===== src/rtl/sample_bank_reader.sv =====
// Read side of the reaction-time sample bank. It walks every entry through
// the synchronous read port and sums the values. It then divides the sum by
// DEPTH with a shift, clamps the result to 9999, and converts it to four BCD
// digits with a multi-cycle double-dabble. Results are held until the next
// operation completes.
module sample_bank_reader #(
    parameter int DEPTH  = 8,
    parameter int ADDR_W = 3,
    parameter int DATA_W = 14
) (
    input  logic              clk,
    input  logic              rst,
    input  logic              req,
    output logic              rd_en,
    output logic [ADDR_W-1:0] rd_addr,
    input  logic [DATA_W-1:0] rd_data,
    output logic              busy,
    output logic              done,
    output logic [DATA_W-1:0] avg_bin,
    output logic [3:0]        bcd_thousand,
    output logic [3:0]        bcd_hundred,
    output logic [3:0]        bcd_ten,
    output logic [3:0]        bcd_one
);

    localparam int ACC_W = DATA_W + ADDR_W;
    localparam int SH_W  = 16 + DATA_W;
    localparam int CNT_W = $clog2(DATA_W + 1);
    localparam logic [DATA_W-1:0] SAT_VAL = DATA_W'(9999);

    typedef enum logic [2:0] {
        S_IDLE,
        S_READ,
        S_DRAIN,
        S_DIV,
        S_BCD,
        S_DONE
    } state_t;

    state_t             state_reg, state_next;
    logic [ADDR_W-1:0]  idx_reg;
    logic               vld_reg;
    logic [ACC_W-1:0]   acc_reg;
    logic [SH_W-1:0]    sh_reg;
    logic [CNT_W-1:0]   bit_cnt_reg;
    logic [DATA_W-1:0]  avg_pend_reg;

    logic [ACC_W-1:0]   quot_full;
    logic [DATA_W-1:0]  quot_sat;
    logic [15:0]        adj;
    logic [SH_W-1:0]    sh_shift;

    // Division by a power-of-two depth is a plain shift; then clamp to 4 digits.
    assign quot_full = acc_reg >> ADDR_W;
    assign quot_sat  = (quot_full > ACC_W'(9999)) ? SAT_VAL : quot_full[DATA_W-1:0];

    // Double-dabble correction: every BCD digit of 5 or more gets +3 before the shift.
    generate
        for (genvar gi = 0; gi < 4; gi++) begin : g_dd_adj
            assign adj[gi*4 +: 4] = (sh_reg[DATA_W + gi*4 +: 4] >= 4'd5)
                                    ? sh_reg[DATA_W + gi*4 +: 4] + 4'd3
                                    : sh_reg[DATA_W + gi*4 +: 4];
        end
    endgenerate

    // The top digit can never overflow because the input is clamped to 9999.
    assign sh_shift = SH_W'({adj, sh_reg[DATA_W-1:0]} << 1);

    assign rd_addr = idx_reg;

    // State register.
    always_ff @(posedge clk or negedge rst) begin
        if (!rst) state_reg <= S_IDLE;
        else      state_reg <= state_next;
    end

    // Next-state logic and control strobes.
    always_comb begin
        state_next = state_reg;
        rd_en      = 1'b0;
        busy       = 1'b0;
        done       = 1'b0;
        case (state_reg)
            S_IDLE: begin
                if (req) state_next = S_READ;
            end
            S_READ: begin
                rd_en = 1'b1;
                busy  = 1'b1;
                if (idx_reg == ADDR_W'(DEPTH - 1)) state_next = S_DRAIN;
            end
            S_DRAIN: begin
                busy       = 1'b1;
                state_next = S_DIV;
            end
            S_DIV: begin
                busy       = 1'b1;
                state_next = S_BCD;
            end
            S_BCD: begin
                busy = 1'b1;
                if (bit_cnt_reg == CNT_W'(DATA_W - 1)) state_next = S_DONE;
            end
            S_DONE: begin
                done       = 1'b1;
                state_next = S_IDLE;
            end
            default: state_next = S_IDLE;
        endcase
    end

    // Datapath: address walk, delayed valid, accumulate, divide, convert, publish.
    always_ff @(posedge clk or negedge rst) begin
        if (!rst) begin
            idx_reg      <= '0;
            vld_reg      <= 1'b0;
            acc_reg      <= '0;
            sh_reg       <= '0;
            bit_cnt_reg  <= '0;
            avg_pend_reg <= '0;
            avg_bin      <= '0;
            bcd_thousand <= '0;
            bcd_hundred  <= '0;
            bcd_ten      <= '0;
            bcd_one      <= '0;
        end else begin
            // Read data returns one cycle after the strobe.
            vld_reg <= rd_en;
            if (vld_reg) acc_reg <= acc_reg + ACC_W'(rd_data);

            case (state_reg)
                S_IDLE: begin
                    if (req) begin
                        idx_reg     <= '0;
                        acc_reg     <= '0;
                        bit_cnt_reg <= '0;
                    end
                end
                S_READ: begin
                    // Stops at the last entry so rd_addr holds afterwards.
                    if (idx_reg != ADDR_W'(DEPTH - 1)) idx_reg <= idx_reg + 1'b1;
                end
                S_DIV: begin
                    sh_reg       <= {16'b0, quot_sat};
                    avg_pend_reg <= quot_sat;
                    bit_cnt_reg  <= '0;
                end
                S_BCD: begin
                    sh_reg      <= sh_shift;
                    bit_cnt_reg <= bit_cnt_reg + 1'b1;
                    // Results become visible together with the done pulse.
                    if (bit_cnt_reg == CNT_W'(DATA_W - 1)) begin
                        avg_bin      <= avg_pend_reg;
                        bcd_thousand <= sh_shift[SH_W-1  -: 4];
                        bcd_hundred  <= sh_shift[SH_W-5  -: 4];
                        bcd_ten      <= sh_shift[SH_W-9  -: 4];
                        bcd_one      <= sh_shift[SH_W-13 -: 4];
                    end
                end
                default: ;
            endcase
        end
    end

endmodule


===== config.mk =====
export PLATFORM = sky130hd
export DESIGN_NAME = sample_bank_reader
export DESIGN_NICKNAME = d
export VERILOG_FILES = /design/src/rtl/sample_bank_reader.sv
export SDC_FILE = /design/constraint.sdc
export NUM_CORES = 1
export LEC_CHECK = 0
export CORE_UTILIZATION = 34
export DETAILED_ROUTE_END_ITERATION = 8
export PLACE_DENSITY_LB_ADDON = 0.3
export REMOVE_ABC_BUFFERS = 1
export SLEW_MARGIN = 20
export SYNTH_ARGS = -nofsm -noshare
export SYNTH_HDL_FRONTEND = slang
export SYNTH_SLANG_ARGS = --single-unit

===== constraint.sdc =====
create_clock -name clk -period 3.35 [get_ports clk]
set_input_delay 0.8375 -clock clk [delete_from_list [all_inputs] [get_ports clk]]
set_output_delay 0.8375 -clock clk [all_outputs]
set_load 0.01 [all_outputs]

==> results of run 1 <==
-- per-layer routing --
layer | vias to the layer above | track usage, % | part of all wire, %
li1 | 1846 | - | -
met1 | 1863 | 19.2 | 48
met2 | 69 | 24.0 | 48
met3 | 11 | 2.72 | 3.1
met4 | 0 | 4.38 | 1.1
met5 | - | 0 | 0
-- critical path, cell delays in order --
cell and delay, ps:
sky130_fd_sc_hd__clkdlybuf4s50_1 420, sky130_fd_sc_hd__ha_1 230, sky130_fd_sc_hd__fa_1 410, sky130_fd_sc_hd__a21o_2 230, sky130_fd_sc_hd__a221o_1 340, sky130_fd_sc_hd__a41o_1 290, sky130_fd_sc_hd__o41ai_2 270, sky130_fd_sc_hd__xor2_1 170
sky130_fd_sc_hd__nor2_1 60
-- kinds of logic after synthesis --
group                    share of synthesized area [%]
buffers and inverters                             3.44
AND/OR/NAND/NOR                                   12.6
multiplexers                                      8.14
adder cells (fa/ha/maj)                           6.64
flip-flops                                        49.1
XOR/XNOR                                          2.86
AO/OA/AOI/OAI                                     17.2
-- Yosys cell counts (2+ instances only) --
master | n | area, sq um
sky130_fd_sc_hd__dfrtp_1 | 102 | 2550
sky130_fd_sc_hd__nor2_1 | 49 | 184
sky130_fd_sc_hd__a21oi_1 | 35 | 175
sky130_fd_sc_hd__ha_1 | 26 | 325
sky130_fd_sc_hd__nand2_1 | 24 | 90.1
sky130_fd_sc_hd__inv_1 | 15 | 56.3
sky130_fd_sc_hd__mux2_2 | 15 | 169
sky130_fd_sc_hd__o21ai_0 | 14 | 70.1
sky130_fd_sc_hd__xnor2_1 | 14 | 123
sky130_fd_sc_hd__mux2i_1 | 13 | 130
sky130_fd_sc_hd__a21o_1 | 12 | 90.1
sky130_fd_sc_hd__a22o_1 | 12 | 105
sky130_fd_sc_hd__clkbuf_1 | 11 | 41.3
sky130_fd_sc_hd__mux2_1 | 11 | 124
sky130_fd_sc_hd__nand2b_1 | 11 | 68.8
sky130_fd_sc_hd__nand3_1 | 9 | 45.0
sky130_fd_sc_hd__a221o_1 | 8 | 80.1
sky130_fd_sc_hd__nor3b_1 | 8 | 60.1
sky130_fd_sc_hd__o21ai_1 | 8 | 40.0
sky130_fd_sc_hd__and3_1 | 6 | 37.5
sky130_fd_sc_hd__buf_4 | 6 | 45.0
sky130_fd_sc_hd__o31ai_1 | 6 | 45.0
sky130_fd_sc_hd__buf_2 | 5 | 25.0
sky130_fd_sc_hd__o22ai_1 | 5 | 31.3
sky130_fd_sc_hd__a222oi_1 | 4 | 40.0
sky130_fd_sc_hd__a32o_1 | 4 | 40.0
sky130_fd_sc_hd__o21a_1 | 4 | 30.0
sky130_fd_sc_hd__a31oi_1 | 3 | 18.8
sky130_fd_sc_hd__nand3b_1 | 3 | 22.5
sky130_fd_sc_hd__nand4_1 | 3 | 18.8
sky130_fd_sc_hd__nor2b_1 | 3 | 18.8
sky130_fd_sc_hd__nor3_1 | 3 | 15.0
sky130_fd_sc_hd__o2111ai_1 | 3 | 26.3
sky130_fd_sc_hd__xor2_1 | 3 | 26.3
sky130_fd_sc_hd__buf_1 | 2 | 7.51
-- area by class of cell --
cell class                      instances  area [sq um]
Sequential cell                       102          2550
Inverter                               16          60.1
Clock buffer                           12           246
Multi-Input combinational cell        340          2470
Fill cell                            1388          8520
Clock inverter                          4          22.5
Timing Repair Buffer                   62           606
Tap cell                              184           230
-- layout by cell type (no fill, tap or decap), types with 4 or more instances in the layout --
cell type,count
sky130_fd_sc_hd__a21o_1,12
sky130_fd_sc_hd__a21oi_1,35
sky130_fd_sc_hd__a221o_1,8
sky130_fd_sc_hd__a222oi_1,4
sky130_fd_sc_hd__a22o_1,12
sky130_fd_sc_hd__a32o_1,4
sky130_fd_sc_hd__and3_1,6
sky130_fd_sc_hd__buf_4,10
sky130_fd_sc_hd__clkbuf_16,9
sky130_fd_sc_hd__clkdlybuf4s50_1,51
sky130_fd_sc_hd__dfrtp_1,102
sky130_fd_sc_hd__ha_1,26
sky130_fd_sc_hd__inv_1,15
sky130_fd_sc_hd__mux2_1,11
sky130_fd_sc_hd__mux2_2,15
sky130_fd_sc_hd__mux2i_1,13
sky130_fd_sc_hd__nand2_1,24
sky130_fd_sc_hd__nand2b_1,11
sky130_fd_sc_hd__nand3_1,9
sky130_fd_sc_hd__nor2_1,49
sky130_fd_sc_hd__nor3b_1,8
sky130_fd_sc_hd__o21a_1,4
sky130_fd_sc_hd__o21ai_0,14
sky130_fd_sc_hd__o21ai_1,8
sky130_fd_sc_hd__o22ai_1,5
sky130_fd_sc_hd__o31ai_1,6
sky130_fd_sc_hd__xnor2_1,14
-- metrics by stage --
step | TNS (ps) | utilization (%) | total power [mW] | setup WS (ps)
after floorplan | 0 | - | 3.95 | 552
final | 0 | 42.1 | 5.85 | 314
after global placement | 0 | 40.2 | 4.84 | 39.2
after detailed placement | -22.6 | 40.2 | 4.93 | -22.6
after CTS | 0 | 42.1 | 5.91 | 342
after global routing | 0 | 42.1 | 6.33 | 244
-- power by group through the flow --
stage	Clock [mW]	Combinational, mW	Sequential (mW)
after global placement	0	2.58	2.26
after global routing	1.05	2.94	2.35
after detailed placement	0	2.65	2.28
after CTS	0.990	2.66	2.26
final	0.952	2.64	2.26
after floorplan	0	1.72	2.24
-- worst max-delay path by stage --
stage | startpoint | endpoint | slack [ps]
finish | rd_data[0] | acc_reg[14] | 310
global route | rd_data[0] | acc_reg[14] | 240
CTS | rd_data[0] | acc_reg[14] | 340
detailed placement | rd_data[0] | acc_reg[14] | -20
global placement | rd_data[0] | acc_reg[14] | 40
floorplan | rd_data[0] | acc_reg[14] | 550
==> impl_metrics.sql, run 1 <==
INSERT INTO impl_metrics (metric_group, metric, value, unit) VALUES
('flow_run', 'drv_cap', '0', ''),
('pwr', 'switching_share', '37.6', '%'),
('yosys', 'ys_warn_count', '0', ''),
('grt', 'groute.usage.overall', '14.5', '%'),
('hold_path', 'worstHoldEndpoint', 'avg_pend_reg[9]', ''),
('critical_path', 'start_kind', 'primary input', ''),
('grt', 'global_route_wire_length_before_repair', '18400', 'um'),
('route', 'final_antenna_net_count', '0', ''),
('critical_path', 'regToRegSetupSlack', '860', 'ps'),
('critical_path', 'critical_path.endpoint_type', 'register', ''),
('pwr', 'cell_internal_pwr', '3.65', 'mW'),
('cts', 'cts.repair_timing.setup_buffer_count', '0', ''),
('outcome', 'status', 'finished, violations left', ''),
('pwr', 'clock_power_share', '16.3', '%'),
('finish', 'post_layout_instance_area', '6180', 'sq um'),
('sta', 'final.setup_skew', '7.08', 'ps'),
('sta', 'finalHoldViolCount', '0', ''),
('placement', 'gpl_wtd_cong', '0.842', ''),
('route', 'routedWlPerCell', '14.8', 'um'),
('pwr', 'power.leakage', '2.75', 'nW'),
('sta', 'timing.max_slew.rel_slack', '54.3', '%'),
('hold_path', 'worstHoldStart', 'avg_pend_reg[9]', ''),
('yosys', 'synth_cell_types', '57', ''),
('pwr', 'seqPwrFrac', '38.6', '%'),
('hold_path', 'hold-path-cell-count', '1', ''),
('floorplan', 'rows', '44', ''),
('hold_path', 'hp-class', 'reg2reg', ''),
('floorplan', 'dieArea', '15800', 'sq um'),
('sta', 'period_needed', '3040', 'ps'),
('critical_path', 'crit_type', 'in2reg', ''),
('yosys', 'synth_edf_count', '0', ''),
('critical_path', 'reg2reg_to', 'acc_reg[14]', ''),
('cts', 'tritoncts_clock_tree', 'done', ''),
('yosys', 'synth-seq-cells', '102', ''),
('cts', 'clock_sinks', '102', ''),
('placement', 'place_hpwl', '7740', 'um'),
('route', 'wirelength', '10700', 'um'),
('grt', 'grt_antenna_before_repair', '0', ''),
('placement', 'placed_cells_incl_taps', '704', ''),
('cts', 'ctsResizeCount', '0', ''),
('outcome', 'violations', 'design-rule violations', ''),
('floorplan', 'die-height', '126', 'um'),
('pwr', 'power.switching', '2.20', 'mW'),
('pwr', 'power-per-cell-area', '946', 'nW/um^2'),
('critical_path', 'worstPathArrival', '3260', 'ps'),
('critical_path', 'ff2ff_path_depth', '8', ''),
('pwr', 'worst_ir_drop_vdd', '0.310', 'mV'),
('cts', 'cts.htree.levels', '3', ''),
('sta', 'setup_viol_count_final', '0', ''),
('sta', 'fin_hold_ws', '475', 'ps'),
('route', 'dr_total_vias', '3789', ''),
('route', 'drt_iter0_markers', '213', ''),
('grt', 'grt-ovfl-total', '0', ''),
('finish', 'largest_register_ff_count', '30', ''),
('yosys', 'synthesis.area_per_instance', '10.8', 'sq um'),
('finish', 'antennaDiodeCount', '0', ''),
('floorplan', 'die_width', '126', 'um'),
('route', 'drc_errors', '4', ''),
('cts', 'clock_latency', '340', 'ps'),
('floorplan', 'i_o_pin_count', '53', ''),
('placement', 'port-buffer-count', '52', ''),
('cts', 'cts_root_buf', 'sky130_fd_sc_hd__clkbuf_16', ''),
('pwr', 'power_frac_comb', '45.2', '%'),
('yosys', 'ys_dominant_reg_cell', 'sky130_fd_sc_hd__dfrtp_1', ''),
('cts', 'clkSlewWorstSetupHoldPaths', '60', 'ps'),
('critical_path', 'critPathRequiredTime', '3570', 'ps'),
('sta', 'final_cycle_share', '90.6', '%'),
('sta', 'rsz0062_at_grt', 'false', ''),
('cts', 'clockBufferDepth', '2', ''),
('route', 'firstDrtPassIters', '7', ''),
('yosys', 'mappedNetlistArea', '5200', 'sq um');
Power figures use the tool's default switching activity.
==> run 2: changes to the inputs <==
--- a/config.mk
+++ b/config.mk
@@ -7,6 +7,7 @@
 export LEC_CHECK = 0
 export CORE_UTILIZATION = 34
 export DETAILED_ROUTE_END_ITERATION = 8
+export MAX_ROUTING_LAYER = met4
 export PLACE_DENSITY_LB_ADDON = 0.3
 export REMOVE_ABC_BUFFERS = 1
 export SLEW_MARGIN = 20
==> run 2 against run 1 <==
Flip-flop and latch count did not move. Final cell count is the same. Total power is essentially flat. Global-route usage grew 0.43 points. First-iteration DRC count down 2.3%. Cell area did not move. Setup slack worse by 3.5 ps. Largest cell class unchanged. Via count is 0.37% lower. Fmax fell by 0.12%. The flow still finishes with violations (design-rule violations). Critical endpoint unchanged.
==> impl_metrics.sql, run 2 (synthesized netlist as in run 1, its figures left out) <==
INSERT INTO impl_metrics (metric_group, metric, value, unit) VALUES
('grt', 'groute.layer.met3.usage', '2.51', '%'),
('cts', 'tritoncts.num_buffers', '9', ''),
('cts', 'clock_latency', '340', 'ps'),
('sta', 'finalHoldViolCount', '0', ''),
('sta', 'final.setup_skew', '7.09', 'ps'),
('critical_path', 'worstPathArrival', '3260', 'ps'),
('route', 'wirelength', '10700', 'um'),
('grt', 'global_route_wire_length_before_repair', '18400', 'um'),
('sta', 'rsz0062_at_grt', 'false', ''),
('grt', 'grt-ovfl-total', '0', ''),
('grt', 'pin_count_of_the_biggest_net_entering_global_routing', '53', ''),
('hold_path', 'hp-class', 'reg2reg', ''),
('pwr', 'switching_share', '37.5', '%'),
('cts', 'cts_root_buf', 'sky130_fd_sc_hd__clkbuf_16', ''),
('cts', 'cts-hold-fix-buffers', '0', ''),
('pwr', 'clock_power_share', '16.3', '%'),
('outcome', 'status', 'finished, violations left', ''),
('finish', 'num-nets-final', '575', ''),
('sta', 'slew_viol_final', '0', ''),
('critical_path', 'start_kind', 'primary input', ''),
('grt', 'gr-usage-met2', '23.9', '%'),
('sta', 'period_needed', '3040', 'ps'),
('pwr', 'power.switching', '2.19', 'mW'),
('placement', 'place_hpwl', '7740', 'um'),
('critical_path', 'critical_path.endpoint_type', 'register', ''),
('sta', 'achievable_frequency', '329', 'MHz'),
('grt', 'groute.usage.overall', '14.9', '%'),
('finish', 'largest_register_ff_count', '30', ''),
('route', 'avgViaCountPerCell', '5.24', ''),
('critical_path', 'crit_type', 'in2reg', ''),
('placement', 'gpl_wtd_cong', '0.855', ''),
('pwr', 'seqPwrFrac', '38.6', '%'),
('sta', 'final_cycle_share', '90.7', '%'),
('pwr', 'worst_ir_drop_vdd', '0.309', 'mV'),
('route', 'firstDrtPassIters', '7', ''),
('route', 'drt_iter0_markers', '208', ''),
('grt', 'busiest_layer', 'met2', ''),
('floorplan', 'core-area', '14700', 'sq um'),
('cts', 'cts.repair_timing.setup_buffer_count', '0', ''),
('route', 'dr_total_vias', '3775', ''),
('floorplan', 'initial_utilization', '35.4', '%'),
('finish', 'antennaDiodeCount', '0', ''),
('cts', 'tritoncts_clock_tree', 'done', ''),
('finish', 'most_common_cell_after_layout_fill_and_taps_aside', 'sky130_fd_sc_hd__dfrtp_1', ''),
('floorplan', 'i_o_pin_count', '53', ''),
('finish', 'layout-drive-gt1-share', '8.96', '%'),
('floorplan', 'rows', '44', ''),
('sta', 'worst-slew-pin-transition', '686', 'ps'),
('pwr', 'power.leakage', '2.75', 'nW'),
('floorplan', 'dieArea', '15800', 'sq um'),
('flow_run', 'drv_cap', '0', ''),
('placement', 'port-buffer-count', '52', ''),
('floorplan', 'die-height', '126', 'um'),
('critical_path', 'critPathRequiredTime', '3570', 'ps'),
('sta', 'setup_tns', '0', 'ps'),
('pwr', 'power-per-cell-area', '946', 'nW/um^2'),
('route', 'drc_errors', '5', ''),
('critical_path', 'top_fanout_value_on_the_critical_path', '3', ''),
('sta', 'setup_viol_count_final', '0', ''),
('floorplan', 'die_width', '126', 'um'),
('outcome', 'violations', 'design-rule violations', ''),
('grt', 'vias_in_the_first_global_route', '3761', ''),
('cts', 'ctsResizeCount', '0', ''),
('sta', 'fin_hold_ws', '475', 'ps'),
('finish', 'mostFrequentLayoutCells', 'sky130_fd_sc_hd__dfrtp_1, sky130_fd_sc_hd__clkdlybuf4s50_1, sky130_fd_sc_hd__nor2_1, sky130_fd_sc_hd__a21oi_1, sky130_fd_sc_hd__ha_1', ''),
('route', 'final_antenna_net_count', '0', ''),
('cts', 'cts.htree.levels', '3', ''),
('cts', 'clkSlewWorstSetupHoldPaths', '60', 'ps'),
('cts', 'clockBufferDepth', '2', ''),
('route', 'routedWlPerCell', '14.8', 'um'),
('grt', 'grtUsageMet1', '19.3', '%'),
('grt', 'grt_antenna_before_repair', '0', ''),
('pwr', 'cell_internal_pwr', '3.65', 'mW'),
('finish', 'area_delta_synth_final', '19.0', '%'),
('sta', 'timing.max_slew.rel_slack', '54.2', '%'),
('cts', 'clock_sinks', '102', ''),
('pwr', 'power_frac_comb', '45.2', '%');
[run 2: critical path: stages]
cell	delay, ps
sky130_fd_sc_hd__clkdlybuf4s50_1	420
sky130_fd_sc_hd__ha_1	230
sky130_fd_sc_hd__fa_1	410
sky130_fd_sc_hd__a21o_2	230
sky130_fd_sc_hd__a221o_1	340
sky130_fd_sc_hd__a41o_1	290
sky130_fd_sc_hd__o41ai_2	270
sky130_fd_sc_hd__xor2_1	170
sky130_fd_sc_hd__nor2_1	60
[run 2: power by group through the flow]
stage               combinational (mW)  clock (mW)  sequential, mW
CTS                               2.66       0.990            2.26
finish                            2.64       0.952            2.25
global placement                  2.58           0            2.26
floorplan                         1.72           0            2.24
global route                      2.94        1.05            2.35
detailed placement                2.65           0            2.28
[run 2: per-stage QoR]
stage	setup WS [ps]	cell area, sq um	instances	total power, mW	util, %
floorplan	552	5080	458	3.95	-
global placement	39.2	5910	704	4.84	40.2
detailed placement	-22.6	5910	704	4.93	40.2
CTS	342	6180	720	5.91	42.1
global route	242	6180	720	6.33	42.1
finish	311	6180	720	5.85	42.1
[run 2: per-layer routing]
metal / vias to the layer above / part of all wire [%]
met4: 0 / 1.1
met5: - / 0
met3: 12 / 3.5
met1: 1843 / 48
met2: 74 / 48
li1: 1846 / -
[run 2: cell type report]
cell class | count | area, sq um
Inverter | 16 | 60.1
Tap cell | 184 | 230
Sequential cell | 102 | 2550
Multi-Input combinational cell | 340 | 2470
Clock buffer | 12 | 246
Fill cell | 1388 | 8520
Clock inverter | 4 | 22.5
Timing Repair Buffer | 62 | 606
[run 2: final timing paths]
kind | startpoint | to | slack [ps] | cells past startpoint
worst max register to register | acc_reg[0] | acc_reg[14] | 860 | 8
worst min register to register | avg_pend_reg[9] | avg_pend_reg[9] | 470 | 1
worst min-delay path | avg_pend_reg[9] | avg_pend_reg[9] | 470 | 1
worst max-delay path | rd_data[0] | acc_reg[14] | 310 | 9
min in group asynchronous | rst | sh_reg[22] | 530 | 1
max in group asynchronous | rst | bit_cnt_reg[3] | 2130 | 2
==> run 3: changes to the inputs <==
--- a/config.mk
+++ b/config.mk
@@ -5,6 +5,7 @@
 export SDC_FILE = /design/constraint.sdc
 export NUM_CORES = 1
 export LEC_CHECK = 0
+export ABC_AREA = 1
 export CORE_UTILIZATION = 34
 export DETAILED_ROUTE_END_ITERATION = 8
 export MAX_ROUTING_LAYER = met4
==> run 3 against run 2 <==
The run now ends clean. Synthesized area increased by 4.3%. Largest cell class unchanged. Hold slack got worse by 18 ps. Die area increased by 4.2%. Wire length increased by 8.2%. Clock skew about the same. First-iteration DRC count increased by 2.4%. Synthesized cell count increased by 41%. Sequential share of layout area decreased by 1.8 points.
==> impl_metrics.sql, run 3 <==
INSERT INTO impl_metrics (metric_group, metric, value, unit) VALUES
('placement', 'cell_area_placed', '6130', 'sq um'),
('cts', 'cts.repair_timing.setup_buffer_count', '0', ''),
('yosys', 'synth-seq-cells', '102', ''),
('yosys', 'mappedNetlistArea', '5420', 'sq um'),
('yosys', 'synth_async_sr_flop_share', '100', '%'),
('finish', 'sequential_cell_area', '2550', 'sq um'),
('yosys', 'synth_cell_types', '32', ''),
('grt', 'grt_antenna_before_repair', '0', ''),
('finish', 'area_delta_synth_final', '19.2', '%'),
('floorplan', 'i_o_pin_count', '53', ''),
('yosys', 'ys_top_cells_by_area', 'sky130_fd_sc_hd__dfrtp_1, sky130_fd_sc_hd__nand2_1, sky130_fd_sc_hd__inv_1', ''),
('sta', 'achievable_frequency', '346', 'MHz'),
('route', 'dr_total_vias', '4364', ''),
('placement', 'gpl_wtd_cong', '0.888', ''),
('placement', 'port-buffer-count', '52', ''),
('yosys', 'yosys.area.top_type_share', '47.1', '%'),
('finish', 'antennaDiodeCount', '0', ''),
('floorplan', 'die_width', '128', 'um'),
('critical_path', 'ff2ff_path_depth', '7', ''),
('yosys', 'syn_inst_count', '682', ''),
('cts', 'cts-hold-fix-buffers', '0', ''),
('placement', 'detailedPlace.worstSlack', '549', 'ps'),
('cts', 'cts_root_buf', 'sky130_fd_sc_hd__clkbuf_16', ''),
('finish', 'multiInputGateArea', '2340', 'sq um'),
('floorplan', 'rows', '45', ''),
('yosys', 'ys_warn_count', '0', ''),
('sta', 'setup_tns', '0', 'ps'),
('yosys', 'synth.most_common_cell', 'sky130_fd_sc_hd__nand2_1', ''),
('route', 'drc_errors', '0', ''),
('cts', 'clkSlewWorstSetupHoldPaths', '70', 'ps'),
('grt', 'vias_in_the_first_global_route', '4108', ''),
('yosys', 'ys_dominant_reg_cell', 'sky130_fd_sc_hd__dfrtp_1', ''),
('sta', 'timing.max_slew.rel_slack', '47.4', '%'),
('critical_path', 'start_kind', 'register', ''),
('pwr', 'power-per-cell-area', '947', 'nW/um^2'),
('pwr', 'worst_ir_drop_vdd', '0.287', 'mV'),
('cts', 'cts.htree.levels', '3', ''),
('sta', 'worst-slew-pin-transition', '790', 'ps'),
('grt', 'grt-ovfl-total', '0', ''),
('finish', 'most_common_cell_after_layout_fill_and_taps_aside', 'sky130_fd_sc_hd__nand2_1', ''),
('finish', 'filler_cell_count', '1567', ''),
('pwr', 'power.leakage', '3.35', 'nW'),
('critical_path', 'top_fanout_value_on_the_critical_path', '15', ''),
('finish', 'num-nets-final', '776', ''),
('cts', 'clock_latency', '350', 'ps'),
('cts', 'ctsResizeCount', '0', ''),
('sta', 'rsz0062_at_grt', 'false', ''),
('yosys', 'synthTopCellsByCount', 'sky130_fd_sc_hd__nand2_1, sky130_fd_sc_hd__inv_1, sky130_fd_sc_hd__dfrtp_1', ''),
('finish', 'post_layout_instance_area', '6460', 'sq um'),
('route', 'drt_iter0_markers', '213', ''),
('cts', 'tritoncts.num_buffers', '9', ''),
('route', 'firstDrtPassIters', '4', ''),
('grt', 'groute.usage.overall', '15.5', '%'),
('sta', 'postLayoutSetupSlackWorst', '456', 'ps'),
('critical_path', 'critPathRequiredTime', '2510', 'ps'),
('route', 'avgViaCountPerCell', '4.60', ''),
('floorplan', 'core-area', '15400', 'sq um'),
('outcome', 'status', 'finished, final reports clean', ''),
('route', 'routedWlPerCell', '12.2', 'um'),
('route', 'wirelength', '11500', 'um'),
('sta', 'final.setup_skew', '7.29', 'ps'),
('yosys', 'synth_edf_count', '0', ''),
('finish', 'mostFrequentLayoutCells', 'sky130_fd_sc_hd__nand2_1, sky130_fd_sc_hd__inv_1, sky130_fd_sc_hd__dfrtp_1, sky130_fd_sc_hd__clkdlybuf4s50_1, sky130_fd_sc_hd__nand3_1', ''),
('yosys', 'synth_top_area_cell', 'sky130_fd_sc_hd__dfrtp_1', ''),
('sta', 'setup_viol_count_final', '0', ''),
('sta', 'period_needed', '2890', 'ps'),
('finish', 'layout-drive-gt1-share', '5.43', '%'),
('placement', 'place_hpwl', '8380', 'um'),
('critical_path', 'worstPathArrival', '2060', 'ps'),
('floorplan', 'die-height', '128', 'um'),
('flow_run', 'drv_cap', '0', ''),
('critical_path', 'crit_type', 'reg2out', ''),
('hold_path', 'hp-class', 'in2async', ''),
('grt', 'global_route_wire_length_before_repair', '19600', 'um'),
('yosys', 'ys_seq_area_share', '47.1', '%'),
('route', 'final_antenna_net_count', '0', ''),
('critical_path', 'critical_path.endpoint_type', 'output pin', ''),
('floorplan', 'dieArea', '16500', 'sq um'),
('cts', 'clock_sinks', '102', ''),
('sta', 'finalHoldViolCount', '0', ''),
('sta', 'slew_viol_final', '0', ''),
('floorplan', 'initial_utilization', '35.3', '%'),
('finish', 'largest_register_ff_count', '30', ''),
('pwr', 'fin_total_pwr', '6.12', 'mW'),
('cts', 'clockBufferDepth', '2', ''),
('grt', 'pin_count_of_the_biggest_net_entering_global_routing', '67', ''),
('yosys', 'synthesis.area_per_instance', '7.95', 'sq um'),
('cts', 'tritoncts_clock_tree', 'done', ''),
('sta', 'final_cycle_share', '86.4', '%');
[run 3: changes by cell type after synthesis, moves of 12 or more]
cell	before	now
sky130_fd_sc_hd__mux2i_1	13	0
sky130_fd_sc_hd__nand2_1	24	217
sky130_fd_sc_hd__nor2_1	49	24
sky130_fd_sc_hd__nand3_1	9	49
sky130_fd_sc_hd__xnor2_1	14	1
sky130_fd_sc_hd__inv_1	15	105
sky130_fd_sc_hd__mux2_2	15	0
sky130_fd_sc_hd__o21ai_0	14	38
sky130_fd_sc_hd__a21o_1	12	0
sky130_fd_sc_hd__a22o_1	12	0
sky130_fd_sc_hd__a21oi_1	35	20
[run 3: worst paths after layout]
check | start | to | slack [ps]
max | state_reg[2] | busy | 460
min | rst | bcd_ten[2] | 460
max reg2reg | state_reg[1] | avg_bin[11] | 1290
min reg2reg | avg_pend_reg[2] | avg_bin[2] | 470
max in group asynchronous | rst | bit_cnt_reg[0] | 2180
min in group clk | avg_pend_reg[2] | avg_bin[2] | 470
[run 3: per-stage QoR]
step	hold WS [ps]	utilization (%)	std cells
floorplan	442	-	665
global placement	452	39.9	932
detailed placement	459	39.9	932
CTS	469	42.1	948
global route	493	42.1	948
finish	457	42.1	948
[run 3: cell type report]
cell class	count	share of cell area, %
well taps	211	4.08
inverters	109	6.37
flip-flops and latches	102	39.5
clock buffers	9	3.48
multi-input cells	454	36.2
repair buffers	56	8.67
clock inverters	7	1.74
[run 3: kinds of logic after synthesis]
group | share of synthesized area, %
XOR/XNOR | 1.62
adder cells (fa/ha/maj) | 6.37
flip-flops | 47.1
AO/OA/AOI/OAI | 11.0
AND/OR/NAND/NOR | 24.2
buffers and inverters | 9.79
[run 3: worst max-delay path, stage by stage (launching register included)]
cell	delay, ps
sky130_fd_sc_hd__dfrtp_1	400
sky130_fd_sc_hd__inv_1	160
sky130_fd_sc_hd__nand3_2	290
sky130_fd_sc_hd__nand2_1	190
sky130_fd_sc_hd__inv_1	70
sky130_fd_sc_hd__nand2_1	70
sky130_fd_sc_hd__clkdlybuf4s50_1	530
[run 3: per-layer routing]
layer	global-route usage, %	vias up	wire (um)
met3	2.50	19	376
met1	20.2	2004	5850
met5	-	-	0
met2	24.5	69	5090
met4	5.19	0	221
li1	-	2272	-
[run 3: power breakdown]
group	switching [mW]	total, mW	internal [mW]	leakage, nW
logic	1.57	2.75	1.18	1.89
registers	0.438	2.19	1.76	1.29
clock network	0.453	1.18	0.726	0.165
total	2.46	6.12	3.66	3.35
